===== src/rtl/adc_avg_pkg.sv =====
// Shared definitions for the ADC averaging scheduler: sample width,
// one-hot sequencer states and small comparison helpers.
package adc_avg_pkg;

  localparam int ADC_W = 12;

  typedef enum logic [5:0] {
    S_IDLE      = 6'b000001,
    S_WAIT_TICK = 6'b000010,
    S_REQ       = 6'b000100,
    S_WAIT_RDY  = 6'b001000,
    S_ACC       = 6'b010000,
    S_OUT       = 6'b100000
  } state_t;

  function automatic logic [ADC_W-1:0] min_of(input logic [ADC_W-1:0] a,
                                               input logic [ADC_W-1:0] b);
    return (a < b) ? a : b;
  endfunction

  function automatic logic [ADC_W-1:0] max_of(input logic [ADC_W-1:0] a,
                                               input logic [ADC_W-1:0] b);
    return (a > b) ? a : b;
  endfunction

endpackage


===== src/rtl/adc_tick_gen.sv =====
// Free-running sample-period counter; tick marks the last cycle of each period.
module adc_tick_gen #(
  parameter int PERIOD = 64
) (
  input  logic clk,
  input  logic rst_n,
  input  logic en,
  input  logic clr,
  output logic tick
);

  localparam int CW = (PERIOD > 1) ? $clog2(PERIOD) : 1;
  localparam logic [CW-1:0] LAST = CW'(PERIOD - 1);

  logic [CW-1:0] cnt_r;

  // Period counter: cleared on request, otherwise wraps at PERIOD-1
  always_ff @(posedge clk or negedge rst_n) begin
    if (!rst_n) begin
      cnt_r <= '0;
    end else if (en) begin
      if (clr || (cnt_r == LAST)) begin
        cnt_r <= '0;
      end else begin
        cnt_r <= cnt_r + CW'(1);
      end
    end
  end

  assign tick = (cnt_r == LAST);

endmodule


===== src/rtl/adc_avg_sched.sv =====
// Paces AD7091R conversions, averages 2^LOG2_N samples and flags lost replies.
// Build option ADC_AVG_MINMAX_EN adds per-window min_o/max_o outputs.
module adc_avg_sched
  import adc_avg_pkg::*;
#(
  parameter int PERIOD  = 64,
  parameter int LOG2_N  = 4,
  parameter int TIMEOUT = 48
) (
  input  logic             clk,
  input  logic             rst_n,
  input  logic             en,
  input  logic             run,
  output logic             rd_en_o,
  input  logic [ADC_W-1:0] adc_data_i,
  input  logic             adc_rdy_i,
  output logic [ADC_W-1:0] avg_o,
  output logic             avg_vld_o,
  output logic             busy_o,
  output logic             timeout_o
`ifdef ADC_AVG_MINMAX_EN
  ,
  output logic [ADC_W-1:0] min_o,
  output logic [ADC_W-1:0] max_o
`endif
);

  localparam int ACC_W = ADC_W + LOG2_N;
  localparam int CNT_W = LOG2_N + 1;
  localparam logic [CNT_W-1:0] N_SAMP = CNT_W'(2 ** LOG2_N);
  // Last waiting cycle: the strobe then lands TIMEOUT cycles after rd_en_o.
  localparam logic [7:0] TMO_LAST = 8'(TIMEOUT - 2);

  state_t           state_r;
  logic [ACC_W-1:0] acc_r;
  logic [CNT_W-1:0] smp_cnt_r;
  logic [7:0]       tmo_cnt_r;
  logic             rd_en_r;
  logic             avg_vld_r;
  logic             timeout_r;
  logic             tick_s;
  logic             tick_clr_s;

  assign tick_clr_s = (state_r == S_IDLE);

  adc_tick_gen #(
    .PERIOD(PERIOD)
  ) u_tick (
    .clk  (clk),
    .rst_n(rst_n),
    .en   (en),
    .clr  (tick_clr_s),
    .tick (tick_s)
  );

  // Sequencer: request on tick, collect the reply, publish the window mean
  always_ff @(posedge clk or negedge rst_n) begin
    if (!rst_n) begin
      state_r   <= S_IDLE;
      acc_r     <= '0;
      smp_cnt_r <= '0;
      tmo_cnt_r <= '0;
      rd_en_r   <= 1'b0;
      avg_vld_r <= 1'b0;
      timeout_r <= 1'b0;
      busy_o    <= 1'b0;
      avg_o     <= '0;
    end else if (en) begin
      rd_en_r   <= 1'b0;
      avg_vld_r <= 1'b0;
      timeout_r <= 1'b0;
      case (state_r)
        S_IDLE: begin
          acc_r     <= '0;
          smp_cnt_r <= '0;
          if (run) begin
            state_r <= S_WAIT_TICK;
            busy_o  <= 1'b1;
          end else begin
            busy_o  <= 1'b0;
          end
        end
        S_WAIT_TICK: begin
          if (!run) begin
            state_r   <= S_IDLE;
            busy_o    <= 1'b0;
            acc_r     <= '0;
            smp_cnt_r <= '0;
          end else if (tick_s) begin
            state_r <= S_REQ;
            rd_en_r <= 1'b1;
          end
        end
        S_REQ: begin
          tmo_cnt_r <= '0;
          state_r   <= S_WAIT_RDY;
        end
        S_WAIT_RDY: begin
          if (adc_rdy_i) begin
            acc_r     <= acc_r + ACC_W'(adc_data_i);
            smp_cnt_r <= smp_cnt_r + CNT_W'(1);
            state_r   <= S_ACC;
          end else if (tmo_cnt_r == TMO_LAST) begin
            timeout_r <= 1'b1;
            acc_r     <= '0;
            smp_cnt_r <= '0;
            state_r   <= S_WAIT_TICK;
          end else begin
            tmo_cnt_r <= tmo_cnt_r + 8'd1;
          end
        end
        S_ACC: begin
          if (smp_cnt_r == N_SAMP) begin
            avg_o     <= acc_r[LOG2_N +: ADC_W];
            avg_vld_r <= 1'b1;
            acc_r     <= '0;
            smp_cnt_r <= '0;
            state_r   <= S_OUT;
          end else begin
            state_r   <= S_WAIT_TICK;
          end
        end
        S_OUT: begin
          if (run) begin
            state_r <= S_WAIT_TICK;
          end else begin
            state_r <= S_IDLE;
            busy_o  <= 1'b0;
          end
        end
        default: begin
          state_r   <= S_IDLE;
          busy_o    <= 1'b0;
          acc_r     <= '0;
          smp_cnt_r <= '0;
        end
      endcase
    end
  end

  assign rd_en_o   = rd_en_r & en;
  assign avg_vld_o = avg_vld_r & en;
  assign timeout_o = timeout_r & en;

`ifdef ADC_AVG_MINMAX_EN
  logic [ADC_W-1:0] win_min_r;
  logic [ADC_W-1:0] win_max_r;
  logic [ADC_W-1:0] seed_min_s;
  logic [ADC_W-1:0] seed_max_s;
  logic             capture_s;
  logic             publish_s;
  logic             expire_s;

  assign capture_s  = (state_r == S_WAIT_RDY) && adc_rdy_i;
  assign publish_s  = (state_r == S_ACC) && (smp_cnt_r == N_SAMP);
  assign expire_s   = (state_r == S_WAIT_RDY) && !adc_rdy_i && (tmo_cnt_r == TMO_LAST);
  assign seed_min_s = (smp_cnt_r == '0) ? {ADC_W{1'b1}} : win_min_r;
  assign seed_max_s = (smp_cnt_r == '0) ? {ADC_W{1'b0}} : win_max_r;

  // Window min/max trackers, published together with the mean
  always_ff @(posedge clk or negedge rst_n) begin
    if (!rst_n) begin
      win_min_r <= '0;
      win_max_r <= '0;
      min_o     <= '0;
      max_o     <= '0;
    end else if (en) begin
      if (capture_s) begin
        win_min_r <= min_of(seed_min_s, adc_data_i);
        win_max_r <= max_of(seed_max_s, adc_data_i);
      end else if (expire_s) begin
        win_min_r <= '0;
        win_max_r <= '0;
      end
      if (publish_s) begin
        min_o <= win_min_r;
        max_o <= win_max_r;
      end
    end
  end
`endif

endmodule


===== config.mk =====
export PLATFORM = sky130hd
export DESIGN_NAME = adc_avg_sched
export DESIGN_NICKNAME = d
export VERILOG_FILES = /design/src/rtl/adc_avg_pkg.sv /design/src/rtl/adc_tick_gen.sv /design/src/rtl/adc_avg_sched.sv
export SDC_FILE = /design/constraint.sdc
export NUM_CORES = 1
export LEC_CHECK = 0
export CAP_MARGIN = 30
export CORE_UTILIZATION = 50
export DETAILED_ROUTE_END_ITERATION = 16
export GPL_TIMING_DRIVEN = 0
export PLACE_DENSITY = 0.72
export SLEW_MARGIN = 5
export SYNTH_ARGS = -nofsm -noshare
export SYNTH_HDL_FRONTEND = slang
export SYNTH_SLANG_ARGS = --single-unit
export TNS_END_PERCENT = 20

===== constraint.sdc =====
create_clock -name clk -period 3.25 [get_ports clk]
set_clock_uncertainty 0.05 [all_clocks]
set_input_delay 0.8125 -clock clk [delete_from_list [all_inputs] [get_ports clk]]
set_output_delay 0.8125 -clock clk [all_outputs]
set_load 0.005 [all_outputs]

==> flow_summary.yaml <==
place:
  gp_congestion: 0.851
  dp.cells: 436
  io_buffers: 32
  dp_hpwl_mm: 4.92
die:
  die-height_microns: 81.8
  ios: 33
  die_area_sq_um: 6690
  coreArea_sq_um: 6030
  die_w_microns: 81.8
  initial_core_util_pct: 52.9
  row_count: 28
setup_path:
  criticalPathCategory: "input port to output pin"
  crit_arrival_ps: 2170
  crit_fanout: 10
  end_kind: "output pin"
  critPathRequiredTime_ps: 2390
  start_kind: "input port"
  r2r-start: "tmo_cnt_r[0]"
  crit_path_start: "en"
cts:
  ctsLongestPathBuffers: 2
  root_buffer: "clkbuf_8"
  post_cts_buffers: 0
  path_clk_slew_ps: 60
  tritoncts: "built"
  clock_sinks: 57
  insertion_delay_ps: 330
  numCtsBuffers: 9
  htree_levels: 3
power:
  ir_drop_mv: 0.385
  power.leakage_nw: 1.76
  power_mw: 1.76
  powerDensity_nw_per_um2: 462
global_route:
  grt_pass1_wl_mm: 11.4
  overflow: 0
  grt_pass1_vias: 2451
  grt_usage_pct: 22.6
  antenna_found_initial: 0
  grt_max_degree: 38
timing:
  finalHoldViolations: 0
  rsz0062_at_grt: "no"
  fin_crit_sh_pct: 93.2
  timing.setup.tns_ps: 0
  hold_ws_ps: 397
  slew-limit-headroom_pct: 55.6
  report.final.slew_viol_count: 0
  fin_crit_ps: 3030
  max_clock_freq_mhz: 330
  setup_violations: 0
  worst_slew_pin_slew_ps: 656
flow_run:
  cap_viol_max_count: 0
yosys:
  synth.distinct_cells: 54
  avgSynthCellArea_sq_um: 9.71
  syn_nets: 363
  syn-instance-count: 328
  yosys_warnings: 0
  synth_area_sq_um: 3190
  ys.flop_type: "dfrtp_1"
  synthMostInstantiatedCell: "dfrtp_1"
  yosysTopAreaCell: "dfrtp_1"
  synth_area_leaders: "dfrtp_1 (44%), ha_1 (6.7%), o21ai_0 (4.6%)"
  ys_seq_area_share_pct: 44.8
  synth_top_area_share_pct: 44.0
  postSynth.asyncResetShare_pct: 100
  synthTopCellsByCount: "dfrtp_1 (56), o21ai_0 (29), nand2_1 (28), nor2_1 (20), nand3_1 (19)"
  yosys_register_bits: 57
  synth_enable_flop_cells: 0
outcome:
  outcome: "complete, no violations"
min_path:
  hold_class: "input port to asynchronous set/reset pin"
final_layout:
  post-route-util_pct: 63.1
  layout.nets: 407
  diodes: 0
  instances_no_fill: 452
  drive_gt1_share_pct: 10.1
  areaGrowthSynthToFinish_pct: 19.3
routing:
  vias_per_cell: 5.71
  num_vias: 2583
  drc: 0
  routed_wl_mm: 6.72
  wl_per_cell_microns: 14.9
  ant_nets: 0
  firstDrtPassIters: 4
  detail_route.iter0.violations: 181
==> stage by stage <==
stage | area [sq um] | setup slack (ps)
after CTS | 3800 | 201
final | 3800 | 220
after global routing | 3800 | 141
after detailed placement | 3610 | -461
after floorplan | 3190 | 613
after global placement | 3600 | -495
==> state kept, by name, summed over array words and instances (netlist names), 5 cells and up <==
register / flops
acc_r: 16
avg_o: 12
smp_cnt_r: 5
state_r: 6
tmo_cnt_r: 8
u_tick.cnt_r: 6
==> cell families (layout without fill, tap and decap cells) <==
logic type,Yosys count,count (layout),share of synthesized area (%)
flip-flops,57,57,44.8
buffers and inverters,24,73,2.87
AND/OR/NAND/NOR,116,116,19.2
adder cells (fa/ha/maj),18,18,7.31
AO/OA/AOI/OAI,84,84,16.8
multiplexers,13,13,4.56
XOR/XNOR,16,16,4.40
==> cell usage in the layout (no fill, tap or decap), types with 2 or more instances in the layout <==
cell	n
nand4_1	8
o31ai_1	2
clkbuf_8	12
o2bb2ai_1	4
xor2_1	12
clkinv_2	3
clkdlybuf4s50_1	30
nand3_1	19
nand2_1	28
a31o_2	3
nand3b_1	2
nor2_1	20
a21oi_1	15
dfrtp_1	56
a32o_1	2
a31oi_1	3
nand2b_1	3
o211ai_1	5
or2_2	2
o21ai_0	29
o22ai_1	2
inv_1	13
and3_1	11
and2_1	3
nor3_1	6
xnor2_1	4
buf_2	2
or3_1	2
mux2_2	12
a21o_1	8
nor4_1	2
or4_1	3
ha_1	17
clkbuf_1	8
==> critical path: stages <==
cell	delay, ps
dlygate4sd2_1	330
clkbuf_8	210
clkbuf_4	190
and2_1	130
clkdlybuf4s50_1	490
==> final timing paths <==
check / to / slack, ps / cells past startpoint
max: rd_en_o / 220 / 5
min: avg_o[9] / 400 / 1
max reg2reg: smp_cnt_r[3] / 560 / 9
min reg2reg: rd_en_r / 440 / 1
max in group asynchronous: state_r[0] / 2130 / 2
min in group clk: rd_en_r / 440 / 1
==> power breakdown <==
part           internal, mW  switching, mW
clock network         0.315          0.270
registers             0.770         0.0607
logic                 0.145          0.196
total                  1.23          0.526
==> cell type report <==
type	count	area (sq um)
Fill cell	518	2220
Tap cell	75	93.8
Sequential cell	57	1430
Inverter	14	52.6
Clock inverter	3	15.0
Clock buffer	13	159
Timing Repair Buffer	33	334
Multi-Input combinational cell	247	1670
Buffer	10	52.6
==> timing repair <==
item / 4_1_cts / 5_1_grt
gates resized for setup: 6 / 0
hold buffers: 0 / 0
setup endpoints to repair: 3 / 0
==> metal layers <==
| layer | up-vias | GRT usage (%) | routed length (microns) |
|---|---|---|---|
| met5 | - | 0 | 0 |
| met3 | 11 | 4.44 | 206 |
| met4 | 0 | 10.0 | 119 |
| met1 | 1227 | 31.9 | 3410 |
| met2 | 47 | 33.5 | 2990 |
| li1 | 1298 | - | - |
No activity file was read; power rests on OpenSTA's default activity.
